--- src/rtl/regfile_wr_sched.sv ---
// Write-port scheduler: round-robin A/B arbitration plus a zero-fill sweep.
// Optional macro WR_ZERO_GUARD_EN: register 0 is hardwired zero.
module regfile_wr_sched #(
  parameter int DW = 32,
  parameter int AW = 5
) (
  input  logic                 Clk,
  input  logic                 Clr,
  input  logic                 ReqA,
  input  logic [AW-1:0]        AddrA,
  input  logic [DW-1:0]        DataA,
  output logic                 GntA,
  input  logic                 ReqB,
  input  logic [AW-1:0]        AddrB,
  input  logic [DW-1:0]        DataB,
  output logic                 GntB,
  input  logic                 SweepReq,
  output logic [(2**AW)-1:0]   WrEn,
  output logic [DW-1:0]        WrData,
  output logic                 Busy,
  output logic                 SweepDone
);

  localparam int NREG = 2**AW;

`ifdef WR_ZERO_GUARD_EN
  localparam logic [AW-1:0] FIRST_IDX = AW'(1);
`else
  localparam logic [AW-1:0] FIRST_IDX = '0;
`endif
  localparam logic [AW-1:0] LAST_IDX = '1;

  typedef enum logic {
    IDLE,
    SWEEP
  } state_t;

  state_t          state;
  logic [AW-1:0]   idx;
  logic [AW-1:0]   next_idx;
  logic            pref_b;

  logic            elig_a;
  logic            elig_b;
  logic            pick_a;
  logic            pick_b;
  logic [AW-1:0]   sel_addr;
  logic [DW-1:0]   sel_data;

  function automatic logic [NREG-1:0] onehot(
    input logic [AW-1:0] a
  );
    onehot    = '0;
    onehot[a] = 1'b1;
  endfunction

  // Address decode for requester writes; the sweep uses onehot directly.
  function automatic logic [NREG-1:0] decode(
    input logic [AW-1:0] a
  );
    decode = onehot(a);
`ifdef WR_ZERO_GUARD_EN
    if (a == '0) begin
      decode = '0;
    end
`endif
  endfunction

  // A requester granted last edge sits out one edge so a held
  // level request cannot be written twice.
  always_comb begin
    elig_a   = ReqA & ~GntA;
    elig_b   = ReqB & ~GntB;
    pick_a   = elig_a & (~elig_b | ~pref_b);
    pick_b   = elig_b & (~elig_a | pref_b);
    sel_addr = pick_a ? AddrA : AddrB;
    sel_data = pick_a ? DataA : DataB;
    next_idx = idx + AW'(1);
  end

  always_ff @(posedge Clk) begin
    if (Clr) begin
      state     <= IDLE;
      idx       <= '0;
      pref_b    <= 1'b0;
      GntA      <= 1'b0;
      GntB      <= 1'b0;
      WrEn      <= '0;
      WrData    <= '0;
      Busy      <= 1'b0;
      SweepDone <= 1'b0;
    end else begin
      unique case (state)
        IDLE: begin
          SweepDone <= 1'b0;
          if (SweepReq) begin
            state  <= SWEEP;
            idx    <= FIRST_IDX;
            GntA   <= 1'b0;
            GntB   <= 1'b0;
            WrEn   <= onehot(FIRST_IDX);
            WrData <= '0;
            Busy   <= 1'b1;
          end else begin
            GntA <= pick_a;
            GntB <= pick_b;
            if (pick_a | pick_b) begin
              WrEn   <= decode(sel_addr);
              WrData <= sel_data;
              pref_b <= pick_a;
            end else begin
              WrEn <= '0;
            end
          end
        end
        SWEEP: begin
          GntA <= 1'b0;
          GntB <= 1'b0;
          if (idx == LAST_IDX) begin
            state     <= IDLE;
            WrEn      <= '0;
            Busy      <= 1'b0;
            SweepDone <= 1'b1;
          end else begin
            idx  <= next_idx;
            WrEn <= onehot(next_idx);
          end
        end
        default: begin
          state <= IDLE;
        end
      endcase
    end
  end

  a_gnt_excl: assert property (
    @(posedge Clk) !(GntA && GntB)
  );

  a_en_onehot: assert property (
    @(posedge Clk) $onehot0(WrEn)
  );

endmodule
--- config.mk ---
export PLATFORM = sky130hd
export DESIGN_NAME = regfile_wr_sched
export DESIGN_NICKNAME = d
export VERILOG_FILES = /design/src/rtl/regfile_wr_sched.sv
export SDC_FILE = /design/constraint.sdc
export NUM_CORES = 1
export LEC_CHECK = 0
export CAP_MARGIN = 20
export CORE_MARGIN = 5
export CORE_UTILIZATION = 50
export CTS_CLUSTER_DIAMETER = 30
export DETAILED_ROUTE_END_ITERATION = 8
export PLACE_DENSITY = 0.87
export SLEW_MARGIN = 20
export SYNTH_ARGS = -nofsm -noshare
export SYNTH_HDL_FRONTEND = slang
export SYNTH_SLANG_ARGS = --single-unit
export TNS_END_PERCENT = 100
--- constraint.sdc ---
create_clock -name Clk -period 6.65 [get_ports Clk]
set_clock_uncertainty 0.1 [all_clocks]
set_input_delay 1.33 -clock Clk [delete_from_list [all_inputs] [get_ports Clk]]
set_output_delay 1.33 -clock Clk [all_outputs]
set_load 0.01 [all_outputs]
== Word level (Yosys, flattened, before mapping) ==
Index checks and enable logic that the tools add are counted.
Storage, ports and cells
  register bits after elaboration: 75
  input port bits: 79
  output and inout bits: 68
Cells by class
  add/sub/neg operators: 1
  magnitude comparators: 4
  equality and inequality tests: 4
  mux-type cells: 27
  bitwise logic cells: 14
  reduce and logical (&&, ||, !) cells: 7
Operators by type and width (count)
  32-bit 2-to-1 mux: 6
  32-bit case mux with 2 select lines: 1
  5-bit 2-to-1 mux: 3
  5-bit by 6-bit less-than comparator with 1-bit output (second input constant): 2
  1-bit demux with 5-bit select: 2
  5-bit by 1-bit >= comparator with 1-bit output (second input constant): 2
  1-bit case mux with 2 select lines: 5
  5-bit case mux with 2 select lines: 1
  1-bit 2-to-1 mux: 9
  1-bit NOT: 7
  2-bit AND reduction: 3
  5-bit by 1-bit adder with 5-bit output (second input constant): 1
  5-bit equality test (second input constant): 1
  1-bit bitwise AND: 4
  2-bit inequality test (second input constant): 2
  1-bit bitwise OR: 3
  3-bit AND reduction: 1
  1-bit logical AND: 2
  2-bit by 1-bit inequality test with 1-bit output (second input constant): 1
  2-bit nonzero test: 1

== Depth between registers and ports, before layout ==
Gate-level depths: netlist of the first run.
  depth in word-level cells: 13
  gate-level depth with buffers: 9
  gate-level depth less buffers: 7

== Least setup slack after synthesis of the first run ==
OpenSTA, ideal clock, no wires.
  path kind: input to register
  start: input ReqA
  end: register WrEn[0]
  setup time: 75 ps
  data arrival time: 2364 ps
  required time: 6475 ps
  slack: 4111 ps
  cell stages on the path: 7
  buffers on the path: 3
  path through: nor2b_1 buf_6 buf_8 buf_2 a2111oi_1 a21oi_1 o22ai_1
Between the ends
  word-level cells in the longest chain between the ends: 10
  elaborated cells on any way between the ends: 15
Ends and longest elaborated chain
  start, declared: line 9  | input logic ReqA,
  1-bit bitwise AND (*): line 72  | elig_a = ReqA & ~GntA;
  1-bit bitwise AND: line 74  | pick_a = elig_a & (~elig_b | ~pref_b);
  5-bit 2-to-1 mux: line 76  | sel_addr = pick_a ? AddrA : AddrB;
  5-bit by 6-bit less-than comparator with 1-bit output (not written as such) / 5-bit by 1-bit >= comparator with 1-bit output (equally long branches): line 54  | onehot[a] = 1'b1;
  1-bit logical AND (not written as such): line 54
  1-bit 2-to-1 mux (not written as such): line 54
  1-bit demux with 5-bit select: line 54
  32-bit 2-to-1 mux (*): line 107  | if (pick_a | pick_b) begin
  32-bit 2-to-1 mux (*): line 96  | if (SweepReq) begin
  32-bit case mux with 2 select lines (*): line 93  | unique case (state)
  end signal, assigned: line 101  | WrEn <= onehot(FIRST_IDX);
  end signal, assigned: line 108  | WrEn <= decode(sel_addr);
  end signal, assigned: line 126  | WrEn <= onehot(next_idx);
  end, declared: line 18  | output logic [(2**AW)-1:0] WrEn,
Mark *: on every way between the ends. The rest lies on a longest branch, timed or not.
A chain may end at the register's enable or synchronous reset.

== Final worst setup path of the first run ==
  start: input SweepReq
  end: register pref_b
Between the ends
  word-level cells in the longest chain between the ends: 2
Ends and longest elaborated chain
  start, declared: line 17  | input logic SweepReq,
  1-bit NOT (no source line)
  3-bit AND reduction (no source line)
  end signal, assigned: line 110  | pref_b <= pick_a;
  end, declared: line 41  | logic pref_b;
No other way between the ends.

==> metrics.cfg, run 1 <==
[drt]
drt_iter0_drc = 361
drt-pass1-iter-count = 6
vias_per_cell = 6.07
wl_mm = 13.1
ant_nets = 0
drc = 0
wl_per_cell_um = 18.2
route.vias.total = 4350

[placed_design]
port_buffers = 146
routabilityCongestion = 0.979
place_hpwl_mm = 9.22

[power]
total_power_w = 0.00102
ir_drop_uv = 93.2
p_leak_nw = 1.99
p_per_area_nw_per_um2 = 177

[synthesis]
syn_area_per_cell_sq_um = 8.59
yosysTopAreaCell = dfxtp_1
synth_cells = 496
synth.area.top_cells = dfxtp_1, a21oi_1, o221ai_1
synth_edf_count = 0
yosysWarnings = 0
yosysTopAreaCellShare_pct = 35.2
ys_async_sr_fraction_pct = 0
synth_nets = 581
yosysSeqAreaShare_pct = 35.2
ys_ff_latch = 75
synth_ff_type = dfxtp_1
syn_area_sq_um = 4260
synthMostInstantiatedCell = dfxtp_1
synth_cell_types = 59
synthTopCellsByCount = dfxtp_1, a21oi_1, nand2_1

[final_layout]
post_route_cells_drive_above_1_share_pct = 8.17
fin_nets = 693
multi_input_area_sq_um = 2430
seqCellArea_sq_um = 1500
fill_cells = 662
antenna_cells = 0
area_growth_syn_to_layout_pct = 35.8

[floorplan]
die_width_um = 102
initial_core_util_pct = 51.6
die_y_um = 102
ioPinCount = 147
die_area_sq_um = 10500
placementRows = 33
coreArea_sq_um = 8260

[critical_path]
cp_slowest_cell = clkdlybuf4s50_1
critical_path_required_ps = 6760
critPathBufInv = 2
path_max_fanout = 33
worstSetupPathType = in2reg
crit_family = buffers and inverters
endpoint_kind = flop
crit_path_cell_trace = clkdlybuf4s50_1 -> or2_1 -> a21oi_4 -> buf_4 -> mux2i_1 -> nor2_1
crit_path_max_incr_delay_ps = 580
crit_path_start_kind = primary input
arrival_ps = 3610

[global_routing]
met3_usage_pct = 6.01
grt.met2_usage_pct = 39.6
grt-ovfl-total = 0
grt_pass1_wl_mm = 20.0
grt_pass1_vias = 4120
top_usage_layer = met2
grt_max_degree = 80
grt_use_total_pct = 24.1
antenna_found_initial = 0
grt_use_met1_pct = 29.5

[clocking]
cts_setup_buffers = 0
h-tree-depth = 3
cts_tree = yes
clk_pin_slew_ps = 70
cts-hold-fix-buffers = 0
clockBufferDepth = 2
clock_sinks = 75
cts-root-buf = clkbuf_8
cts_resized = 0
clk_latency_ps = 350
cts_buffers = 9

[timing]
rsz0062_at_grt = no
hold_violations = 0
post-route-period-util_pct = 52.7
relSlewSlack_pct = 33.5
worst_pin_slew_ps = 998
fmax_mhz = 285
setup_viol = 0
min_period_ps = 3500
finalMaxSlewViolations = 0
tns_ps = 0

[status]
status = finished, final reports clean

[hold_path]
hp-class = reg2reg

[flow_run]
cap_viol_max_count = 0

[per-stage QoR]
step                      instances  setup WS [ps]  instance area (sq um)  utilization, %  hold slack, ps
after floorplan                 496           4110                   4260               -             372
after global placement          701           2540                   5570            67.5             337
after detailed placement        702           2460                   5590            67.7             346
after CTS                       717           2820                   5790            70.1             357
after global routing            717           2990                   5790            70.1             371
final                           717           3150                   5790            70.1             354
[power by group]
| part | switching, W | internal, W | leakage (nW) | total (W) |
|---|---|---|---|---|
| clock network | 0.000168 | 0.000191 | 0.0974 | 0.000359 |
| logic | 0.0000981 | 0.0000960 | 1.29 | 0.000194 |
| registers | 0.00000948 | 0.000462 | 0.609 | 0.000471 |
[cells by family after synthesis]
group	after synthesis	synth area share [%]
compound gates	186	29.3
buf+inv	56	8.16
fa+ha+maj	6	1.76
flops	75	35.2
mux	2	0.499
simple gates	164	23.4
xor+xnor	7	1.61
[registers in the layout, indices dropped and copies added (netlist names)]
name,count
state,1
pref_b,1
WrData,32
SweepDone,1
GntA,1
Busy,1
WrEn,32
idx,5
GntB,1
[tightest hold or removal path, stage by stage, from the launching register on]
cell and delay, ps:
dfxtp_1 310, nand2_1 50, a21oi_1 50
[layout by cell type (no fill, tap or decap), drive strengths merged, types with 3 or more instances in the layout]
master | Yosys | final
buf | 24 | 6
a21boi | 33 | 33
nor4 | 7 | 7
a21oi | 74 | 74
nand3b | 3 | 3
clkdlybuf4s50 | 0 | 145
and3 | 33 | 33
xnor2 | 5 | 5
nand2 | 41 | 41
inv | 6 | 6
nor2 | 15 | 15
ha | 6 | 6
clkbuf | 21 | 11
a211oi | 3 | 3
o21ai | 34 | 34
dfxtp | 75 | 75
nand3 | 29 | 29
nor3 | 7 | 7
and2 | 6 | 6
a2111oi | 4 | 4
o221ai | 31 | 31
nand2b | 5 | 5
[cell type report]
class                           count  area share (%)
Clock buffer                       11            2.61
Clock inverter                      4           0.864
Inverter                            6           0.389
Multi-Input combinational cell    365            42.0
Sequential cell                    75            25.9
Tap cell                          105            2.27
Timing Repair Buffer              151            25.9
[per-layer routing]
layer / share of wire [%] / wire (um)
met2: 48 / 6310
met3: 7.9 / 1040
met5: 0 / 0
met4: 4.6 / 601
met1: 39 / 5110
[final timing paths]
kind | from | slack, ps | cells past startpoint | to
setup reg to reg | GntA$_SDFF_PP0_ | 4160 | 5 | pref_b$_SDFFE_PP0P_
setup / recovery | SweepReq | 3150 | 6 | pref_b$_SDFFE_PP0P_
hold reg to reg | WrData[2]$_SDFFE_PP0P_ | 350 | 2 | WrData[2]$_SDFFE_PP0P_
hold / removal | WrData[2]$_SDFFE_PP0P_ | 350 | 2 | WrData[2]$_SDFFE_PP0P_
(Power assumes the default switching activity.)
==> run 2, diff against run 1 <==
--- a/config.mk
+++ b/config.mk
@@ -7,10 +7,10 @@
 export LEC_CHECK = 0
 export CAP_MARGIN = 20
 export CORE_MARGIN = 5
-export CORE_UTILIZATION = 50
+export CORE_UTILIZATION = 42
 export CTS_CLUSTER_DIAMETER = 30
 export DETAILED_ROUTE_END_ITERATION = 8
-export PLACE_DENSITY = 0.87
+export PLACE_DENSITY = 0.78
 export SLEW_MARGIN = 20
 export SYNTH_ARGS = -nofsm -noshare
 export SYNTH_HDL_FRONTEND = slang
==> constraint.sdc (replaced) <==
create_clock -name Clk -period 3.01 [get_ports Clk]
set_clock_uncertainty 0.1 [all_clocks]
set_input_delay 0.602 -clock Clk [delete_from_list [all_inputs] [get_ports Clk]]
set_output_delay 0.602 -clock Clk [all_outputs]
set_load 0.01 [all_outputs]
==> run 2 against run 1 <==
  * Total power up 150%
  * Sequential cell count unchanged
  * Die area up 17%
  * Hold slack about the same
  * Sequential power up 120%
  * Setup slack worse by 2600 ps
  * Global-route usage down 3.0 points
  * Via count down 2.0%
  * Largest cell class unchanged
  * Final cell count up 5.4%
  * Core utilization down 9.2 points
  * Critical endpoint is now WrEn[0]$_SDFF_PP0_
  * Sequential share of layout area down 0.82 points
  * First-iteration DRC count down 22%
==> metrics.cfg, run 2 (synthesis results as in run 1) <==
[clocking]
clk_latency_ps = 350
clk_pin_slew_ps = 80
cts-hold-fix-buffers = 0
clockBufferDepth = 2
cts_tree = yes
clock_sinks = 75
cts-root-buf = clkbuf_8
cts_resized = 0
cts_setup_buffers = 0
cts_buffers = 9
h-tree-depth = 3

[critical_path]
crit_path_start_kind = flop
critPathBufInv = 0
crit_path_max_incr_delay_ps = 500
endpoint_kind = flop
cp_slowest_cell = dfxtp_1
worstSetupPathType = reg2reg
critical_path_required_ps = 3180
arrival_ps = 2670
crit_path_cell_trace = ha_1 -> and3_1 -> ha_1 -> or4_1 -> o31ai_1 -> a22oi_1 -> o22ai_1
cpMostUsedCell = ha_1
crit_family = simple AND/OR/NAND/NOR gates
path_max_fanout = 9

[global_routing]
grt_use_total_pct = 21.2
grt_max_degree = 65
grt-ovfl-total = 0
grt_pass1_vias = 4273
antenna_found_initial = 0
grt_pass1_wl_mm = 21.5

[floorplan]
ioPinCount = 147
initial_core_util_pct = 43.4
die_y_um = 111
placementRows = 36
coreArea_sq_um = 9820
die_area_sq_um = 12300
die_width_um = 111

[placed_design]
port_buffers = 146
routabilityCongestion = 0.879
dp_slack_ps = 358
place_hpwl_mm = 9.63
placed_cell_area_sq_um = 5710

[final_layout]
antenna_cells = 0
fill_cells = 858
final_common_cell = clkdlybuf4s50_1
reg_top3 = WrData x32, WrEn x32, idx x5
stdcell_area_sq_um = 5980
layout_common_cells = clkdlybuf4s50_1, dfxtp_1, a21oi_1
post_route_cells_drive_above_1_share_pct = 9.47
fin_nets = 703
area_growth_syn_to_layout_pct = 40.3

[drt]
route.vias.total = 4262
wl_per_cell_um = 17.7
ant_nets = 0
drt-pass1-iter-count = 5
drt_iter0_drc = 283
drc = 0
vias_per_cell = 5.64
wl_mm = 13.4

[power]
pwr-share-clk_pct = 41.3
p_int_w = 0.00188
switching_share_pct = 25.7
power_frac_seq_pct = 41.1
p_leak_nw = 2.08
ir_drop_uv = 293
switching_power_w = 0.000650
p_comb_share_pct = 17.6
p_per_area_nw_per_um2 = 423

[timing]
relSlewSlack_pct = 34.3
hold_ws_ps = 353
tns_ps = 0
finalMaxSlewViolations = 0
hold_violations = 0
rsz0062_at_grt = no
worst_pin_slew_ps = 985
min_period_ps = 2500
setup_viol = 0
fmax_mhz = 400
post-route-period-util_pct = 83.1
finalWorstSetupSlack_ps = 508

[flow_run]
cap_viol_max_count = 0

[hold_path]
hp-class = reg2reg

[status]
status = finished, final reports clean

run 2: cell types whose count changed in the layout (fill, tap and decap cells not counted), sizes merged:
| cell | previous run | this run |
|---|---|---|
| buf | 6 | 16 |
| bufinv | 1 | 4 |
| clkinvlp | 2 | 0 |
| clkbuf | 11 | 10 |
| clkinv | 1 | 2 |
run 2: cell type report:
class	instances	area, sq um	area share, %
Tap cell	133	166	2.78
Multi-Input combinational cell	365	2430	40.6
Clock inverter	6	138	2.30
Timing Repair Buffer	161	1590	26.7
Sequential cell	75	1500	25.1
Clock buffer	10	128	2.13
Inverter	6	22.5	0.377
run 2: worst register-to-register path: stages (launching register included):
cell and delay (ps):
dfxtp_1 500, ha_1 330, and3_1 210, ha_1 300
or4_1 500, o31ai_1 160, a22oi_1 160, o22ai_1 170
run 2: through the flow:
stage          power [W]  instances  utilization [%]
2_1_floorplan    0.00129        496                -
3_3_place_gp     0.00149        740             58.2
3_5_place_dp     0.00150        740             58.2
4_1_cts          0.00254        756             60.9
5_1_grt          0.00262        756             60.9
6_report         0.00253        756             60.9
run 2: power by group through the flow:
stage	Clock (W)	Sequential [W]	Combinational, W
CTS	0.00105	0.00104	0.000443
global placement	0	0.00106	0.000431
floorplan	0	0.00107	0.000222
global route	0.00110	0.00105	0.000478
detailed placement	0	0.00106	0.000441
finish	0.00105	0.00104	0.000445
run 2: path summary, 6_finish.rpt:
check,startpoint,to,slack (ps),cells past startpoint
max,idx[0]$_SDFFE_PP0P_,WrEn[0]$_SDFF_PP0_,510,7
min,WrData[6]$_SDFFE_PP0P_,WrData[6]$_SDFFE_PP0P_,350,2
max reg2reg,idx[0]$_SDFFE_PP0P_,WrEn[0]$_SDFF_PP0_,510,7
min reg2reg,WrData[6]$_SDFFE_PP0P_,WrData[6]$_SDFFE_PP0P_,350,2
run 2: per-layer routing:
layer	vias to the layer above	part of all wire [%]	track usage, %
met5	-	0	0
met4	0	2.6	8.21
met3	30	6.8	5.02
met2	182	51	36.8
met1	1980	40	25.1
li1	2070	-	-
